### config.mk
export PLATFORM = sky130hd
export DESIGN_NAME = div_unit
export DESIGN_NICKNAME = d
export VERILOG_FILES = /design/src/rtl/div_unit.sv
export SDC_FILE = /design/constraint.sdc
export NUM_CORES = 1
export LEC_CHECK = 0
export BUFFER_PORTS_ARGS = -buffer_cell sky130_fd_sc_hd__buf_2
export CELL_PAD_IN_SITES_DETAIL_PLACEMENT = 0
export CELL_PAD_IN_SITES_GLOBAL_PLACEMENT = 2
export CORE_ASPECT_RATIO = 1.5
export CORE_MARGIN = 10
export CORE_UTILIZATION = 36
export DETAILED_ROUTE_END_ITERATION = 16
export MAX_ROUTING_LAYER = met4
export PLACE_DENSITY_LB_ADDON = 0.1
export RECOVER_POWER = 50
export SETUP_SLACK_MARGIN = 0.4
export SLEW_MARGIN = 20
export SYNTH_ARGS = -nofsm -noshare
export SYNTH_HDL_FRONTEND = slang
export SYNTH_SLANG_ARGS = --single-unit
### constraint.sdc
create_clock -name clk -period 7.4 [get_ports clk]
set_input_delay 0.74 -clock clk [delete_from_list [all_inputs] [get_ports clk]]
set_output_delay 0.74 -clock clk [all_outputs]
set_load 0.02 [all_outputs]
### src/rtl/div_unit.sv
// div_unit: iterative RV32M DIV/DIVU/REM/REMU unit, radix-2 restoring, one quotient bit per cycle.
// Returns result, ROB index and destination preg as a registered one-cycle writeback pulse.
`default_nettype none

module div_unit #(
    parameter int ROB_IDX_W = 5,
    parameter int PREG_W    = 6
) (
    input  logic                 clk,
    input  logic                 rst,
    input  logic                 flush,
    input  logic                 issue_valid,
    output logic                 issue_ready,
    input  logic [2:0]           funct3,
    input  logic [31:0]          rs1_v,
    input  logic [31:0]          rs2_v,
    input  logic [ROB_IDX_W-1:0] rob_idx,
    input  logic [PREG_W-1:0]    pd,
    output logic                 wb_valid,
    output logic [ROB_IDX_W-1:0] wb_rob_idx,
    output logic [PREG_W-1:0]    wb_pd,
    output logic [31:0]          wb_rd_v
);

    typedef enum logic [1:0] {
        IDLE = 2'd0,
        CALC = 2'd1,
        DONE = 2'd2
    } state_t;

    state_t                 state;
    logic [4:0]             cnt;
    logic [32:0]            rem_r;
    logic [31:0]            quo_r;
    logic [31:0]            dsr;
    logic                   q_neg;
    logic                   r_neg;
    logic                   is_rem;
    logic [ROB_IDX_W-1:0]   tag_rob;
    logic [PREG_W-1:0]      tag_pd;

    logic        accept;
    logic        sign1;
    logic        sign2;
    logic [31:0] mag1;
    logic [31:0] mag2;
    logic        div_zero;
    logic        ovf;
    logic [31:0] fast_res;
    logic [32:0] r_sh;
    logic        ge;
    logic [32:0] r_nx;
    logic [31:0] q_nx;
    logic [31:0] q_fin;
    logic [31:0] r_fin;
    logic [31:0] calc_res;
    logic        unused_funct3;

    assign unused_funct3 = funct3[2];

    assign issue_ready = (state == IDLE) && !flush;
    assign accept      = issue_valid && issue_ready;

    // funct3[0] = unsigned, funct3[1] = remainder
    assign sign1    = !funct3[0] && rs1_v[31];
    assign sign2    = !funct3[0] && rs2_v[31];
    assign mag1     = sign1 ? (32'd0 - rs1_v) : rs1_v;
    assign mag2     = sign2 ? (32'd0 - rs2_v) : rs2_v;
    assign div_zero = (rs2_v == 32'd0);
    assign ovf      = !funct3[0] && (rs1_v == 32'h8000_0000) && (rs2_v == 32'hFFFF_FFFF);

    always_comb begin
        fast_res = 32'd0;
        if (div_zero) begin
            fast_res = funct3[1] ? rs1_v : 32'hFFFF_FFFF;
        end else begin
            fast_res = funct3[1] ? 32'd0 : 32'h8000_0000;
        end
    end

    // One restoring step; the final step's outputs feed the sign-corrected result directly.
    assign r_sh     = {rem_r[31:0], quo_r[31]};
    assign ge       = (r_sh >= {1'b0, dsr});
    assign r_nx     = ge ? (r_sh - {1'b0, dsr}) : r_sh;
    assign q_nx     = {quo_r[30:0], ge};
    assign q_fin    = q_neg ? (32'd0 - q_nx) : q_nx;
    assign r_fin    = r_neg ? (32'd0 - r_nx[31:0]) : r_nx[31:0];
    assign calc_res = is_rem ? r_fin : q_fin;

    always_ff @(posedge clk or posedge rst) begin
        if (rst) begin
            state      <= IDLE;
            cnt        <= 5'd0;
            rem_r      <= 33'd0;
            quo_r      <= 32'd0;
            dsr        <= 32'd0;
            q_neg      <= 1'b0;
            r_neg      <= 1'b0;
            is_rem     <= 1'b0;
            tag_rob    <= '0;
            tag_pd     <= '0;
            wb_valid   <= 1'b0;
            wb_rob_idx <= '0;
            wb_pd      <= '0;
            wb_rd_v    <= 32'd0;
        end else begin
            wb_valid   <= 1'b0;
            wb_rob_idx <= '0;
            wb_pd      <= '0;
            wb_rd_v    <= 32'd0;
            if (flush) begin
                state <= IDLE;
                cnt   <= 5'd0;
            end else begin
                case (state)
                    IDLE: begin
                        if (accept) begin
                            tag_rob <= rob_idx;
                            tag_pd  <= pd;
                            is_rem  <= funct3[1];
                            q_neg   <= sign1 ^ sign2;
                            r_neg   <= sign1;
                            if (div_zero || ovf) begin
                                state      <= DONE;
                                wb_valid   <= 1'b1;
                                wb_rob_idx <= rob_idx;
                                wb_pd      <= pd;
                                wb_rd_v    <= fast_res;
                            end else begin
                                state <= CALC;
                                cnt   <= 5'd0;
                                rem_r <= 33'd0;
                                quo_r <= mag1;
                                dsr   <= mag2;
                            end
                        end
                    end
                    CALC: begin
                        rem_r <= r_nx;
                        quo_r <= q_nx;
                        cnt   <= cnt + 5'd1;
                        if (cnt == 5'd31) begin
                            state      <= DONE;
                            wb_valid   <= 1'b1;
                            wb_rob_idx <= tag_rob;
                            wb_pd      <= tag_pd;
                            wb_rd_v    <= calc_res;
                        end
                    end
                    DONE: begin
                        state <= IDLE;
                    end
                    default: begin
                        state <= IDLE;
                    end
                endcase
            end
        end
    end

endmodule

`default_nettype wire
==> results.py <==
metrics = {
    "drt": {
        "num_vias": 11520,
        "firstDrtPassIters": 4,
        "via_per_inst": 5.486,
        "drt-initial-drc-count": 604,
        "ant_nets": 0,
        "drc": 0,
        "drt-wirelength-per-cell_um": 20.44,
        "drt_wl_total_um": 42900,
    },
    "clocking": {
        "cts_tree": "done",
        "htree_num_levels": 4,
        "path_clk_slew_ns": 0.08,
        "cts_inserted_buffers": 17,
        "clk_latency_ns": 0.46,
        "cts.repair.resized": 0,
        "clkSinkCount": 161,
        "ctsHoldBuffers": 0,
        "root_buffer": "clkbuf_16",
        "clockBufferDepth": 2,
        "cts_setup_buffers": 0,
    },
    "die": {
        "core_um2": 34270,
        "io_pins": 127,
        "num_rows": 83,
        "dieWidth_um": 172.2,
        "die_h_um": 248.3,
        "die-area_um2": 42760,
        "initial_core_util": 0.3650,
    },
    "cells_and_area": {
        "fillers": 3646,
        "area_growth_pct": 11.50,
        "nNetsFinal": 1783,
        "drive_above_1_share": 0.1046,
    },
    "synthesis": {
        "yosysTopAreaCell": "dfrtp_1",
        "synth.avg_cell_area_um2": 7.882,
        "yosysWarnings": 0,
        "syn_area_um2": 12510,
        "synthArstFlopShare": 1.000,
        "synth_cells": 1587,
        "synth_top_area_share": 0.3221,
        "synth.lib_cells_used.distinct": 98,
        "synth-edff-count": 0,
        "synth-seq-area-share": 0.3221,
        "synth-seq-cells": 161,
        "synth_area_leaders": "dfrtp_1 (32%), o21ai_0 (6.9%), nand2_1 (6.5%), a21oi_1 (5.2%), xnor2_1 (4.6%)",
        "synth_ff_type": "dfrtp_1",
        "yosysMostFrequentCell": "nand2_1",
        "syn-num-nets": 1709,
        "synthTopCellsByCount": "nand2_1 (217), o21ai_0 (173), dfrtp_1 (161)",
    },
    "critical_path": {
        "path_max_fanout": 14,
        "slowest_delay_ns": 0.58,
        "cp_data_required_time_ns": 7.74,
        "cp_cell_sequence": "ha_1 -> a21oi_1 -> o21ai_1 -> a2111oi_2 -> nand2_1 -> a21oi_4 -> nand2_2 -> mux2i_1 -> ha_1 -> inv_1 -> or4b_1 -> nor4_2 -> nand3_1 -> mux2_4 -> a2111o_1 -> nor4b_2 -> mux2i_1 -> nand2_1",
        "arrival_ns": 6.11,
        "criticalPathCategory": "reg -> reg",
        "endpoint_kind": "register",
        "start_kind": "register",
        "slowest_stage": "or4b_1",
    },
    "timing": {
        "setup_viol": 0,
        "rsz0062_at_grt": "no",
        "fin_crit_ns": 5.769,
        "finalCritPeriodShare": 0.7796,
        "max_clock_freq_mhz": 173.3,
        "timing.max_slew.rel_slack": -1.617,
        "worstMarginPinSlew_ns": 3.904,
        "maxSlewViolCount": 164,
        "fin_skew_ns": 0.009017,
        "tns_ns": 0,
        "hold_viol": 0,
    },
    "power": {
        "peakVddDrop_mv": 0.1616,
        "p_per_area_nw_per_um2": 204.3,
        "p_total_w": 0.002849,
        "leakagePower_nw": 5.877,
    },
    "global_route": {
        "grt_max_degree": 85,
        "grtUsageTotal": 0.2110,
        "grt_pass1_wl_um": 67820,
        "antenna_found_initial": 1,
        "overflow": 0,
        "grt_pass1_vias": 11610,
    },
    "job": {
        "cap_violations": 2,
    },
    "placed_design": {
        "io_buffers": 125,
        "place_congestion": 0.8846,
        "dpl.hpwl_um": 32920,
    },
    "status": {
        "status": "complete, but fails checks",
        "violations": "max-capacitance violations, max-slew violations",
    },
    "min_path": {
        "hold_path.class": "reg -> reg",
    },
}
[cell type report]
| class | count | area, um2 | share of cell area |
|---|---|---|---|
| multi-input combinational | 1280 | 7891 | 0.5658 |
| sequential | 161 | 4029 | 0.2889 |
| timing repair buffer | 143 | 703.2 | 0.05042 |
| tap | 425 | 531.8 | 0.03813 |
| clock buffer | 17 | 425.4 | 0.03050 |
| inverter | 58 | 219.0 | 0.01570 |
| clock inverter | 14 | 145.1 | 0.01041 |
| antenna | 1 | 2.502 | 0.0001794 |
[cells in the final DEF, fill, tap and decap left out, types with 14 or more instances in the layout]
| master | count |
|---|---|
| a211oi_1 | 14 |
| a21oi_1 | 131 |
| a22oi_1 | 14 |
| and2_1 | 17 |
| and3_1 | 14 |
| buf_2 | 81 |
| buf_4 | 17 |
| clkbuf_1 | 44 |
| clkbuf_16 | 17 |
| dfrtp_1 | 161 |
| ha_1 | 39 |
| inv_1 | 56 |
| mux2i_1 | 28 |
| nand2_1 | 217 |
| nand3_1 | 22 |
| nand4_1 | 21 |
| nor2_1 | 133 |
| nor3_1 | 28 |
| nor4_1 | 15 |
| o21ai_0 | 173 |
| o21ai_1 | 36 |
| o31ai_1 | 27 |
| or3_1 | 29 |
| xnor2_1 | 66 |
| xor2_1 | 63 |
[worst paths after layout]
check / startpoint / endpoint / slack, ns / cells after the start
max: rem_r[27] / wb_rd_v[30] / 1.63 / 18
min: tag_rob[0] / tag_rob[0] / 0.48 / 2
max reg2reg: rem_r[27] / wb_rd_v[30] / 1.63 / 18
min reg2reg: tag_rob[0] / tag_rob[0] / 0.48 / 2
max in group asynchronous: rst / dsr[17] / 2.73 / 3
min in group asynchronous: rst / wb_rd_v[7] / 1.42 / 2
[worst max-delay path: cells and delay by family, from the launching register on]
family | cells | cell delay [ns]
compound gates | 5 | 1.61
buf+inv | 1 | 0.06
flops | 1 | 0.42
simple gates | 7 | 1.93
fa+ha+maj | 2 | 0.70
mux | 3 | 0.92
[stage by stage]
| stage | utilization | hold slack (ns) | area, um2 | setup WS [ns] | instances |
|---|---|---|---|---|---|
| detailed placement | 0.3920 | 0.4631 | 13440 | 1.621 | 2067 |
| floorplan | - | 0.4465 | 12510 | 2.229 | 1587 |
| global placement | 0.3920 | 0.4582 | 13440 | 1.601 | 2067 |
| finish | 0.4070 | 0.4773 | 13950 | 1.631 | 2099 |
| CTS | 0.4087 | 0.4654 | 14010 | 1.597 | 2098 |
| global route | 0.4070 | 0.4859 | 13950 | 1.239 | 2099 |
[sequential cells by signal, summed over array words and instances (netlist names)]
signal and count:
rem_r 32, wb_valid 1, cnt 5, dsr 32, q_neg 1, tag_rob 5, is_rem 1, wb_rob_idx 5
r_neg 1, quo_r 32, wb_rd_v 32, wb_pd 6, state 2, tag_pd 6
[power by group]
part	internal, W	switching [W]
Combinational	0.000336	0.000573
Sequential	0.000973	0.0000879
Clock	0.000447	0.000434
[metal layers]
layer | track usage | vias to the layer above | share of wire
met5 | - | - | 0
met4 | 0.06636 | 0 | 0.023
met3 | 0.02757 | 41 | 0.029
met2 | 0.3563 | 199 | 0.50
met1 | 0.2554 | 5453 | 0.45
li1 | - | 5823 | -
[cell families (layout without fill, tap and decap cells)]
kind of cell,after synthesis,count (layout),synth area share
xor gates and xnor gates,129,129,0.09033
AOI/OAI and AO/OA,499,499,0.2428
adders and majority gates,40,40,0.04061
buffers and inverters,146,232,0.04781
muxes,36,36,0.03171
DFF,161,161,0.3221
other,0,1,0
and+or+nand+nor,576,576,0.2247
No activity file was read; power rests on OpenSTA's default activity.
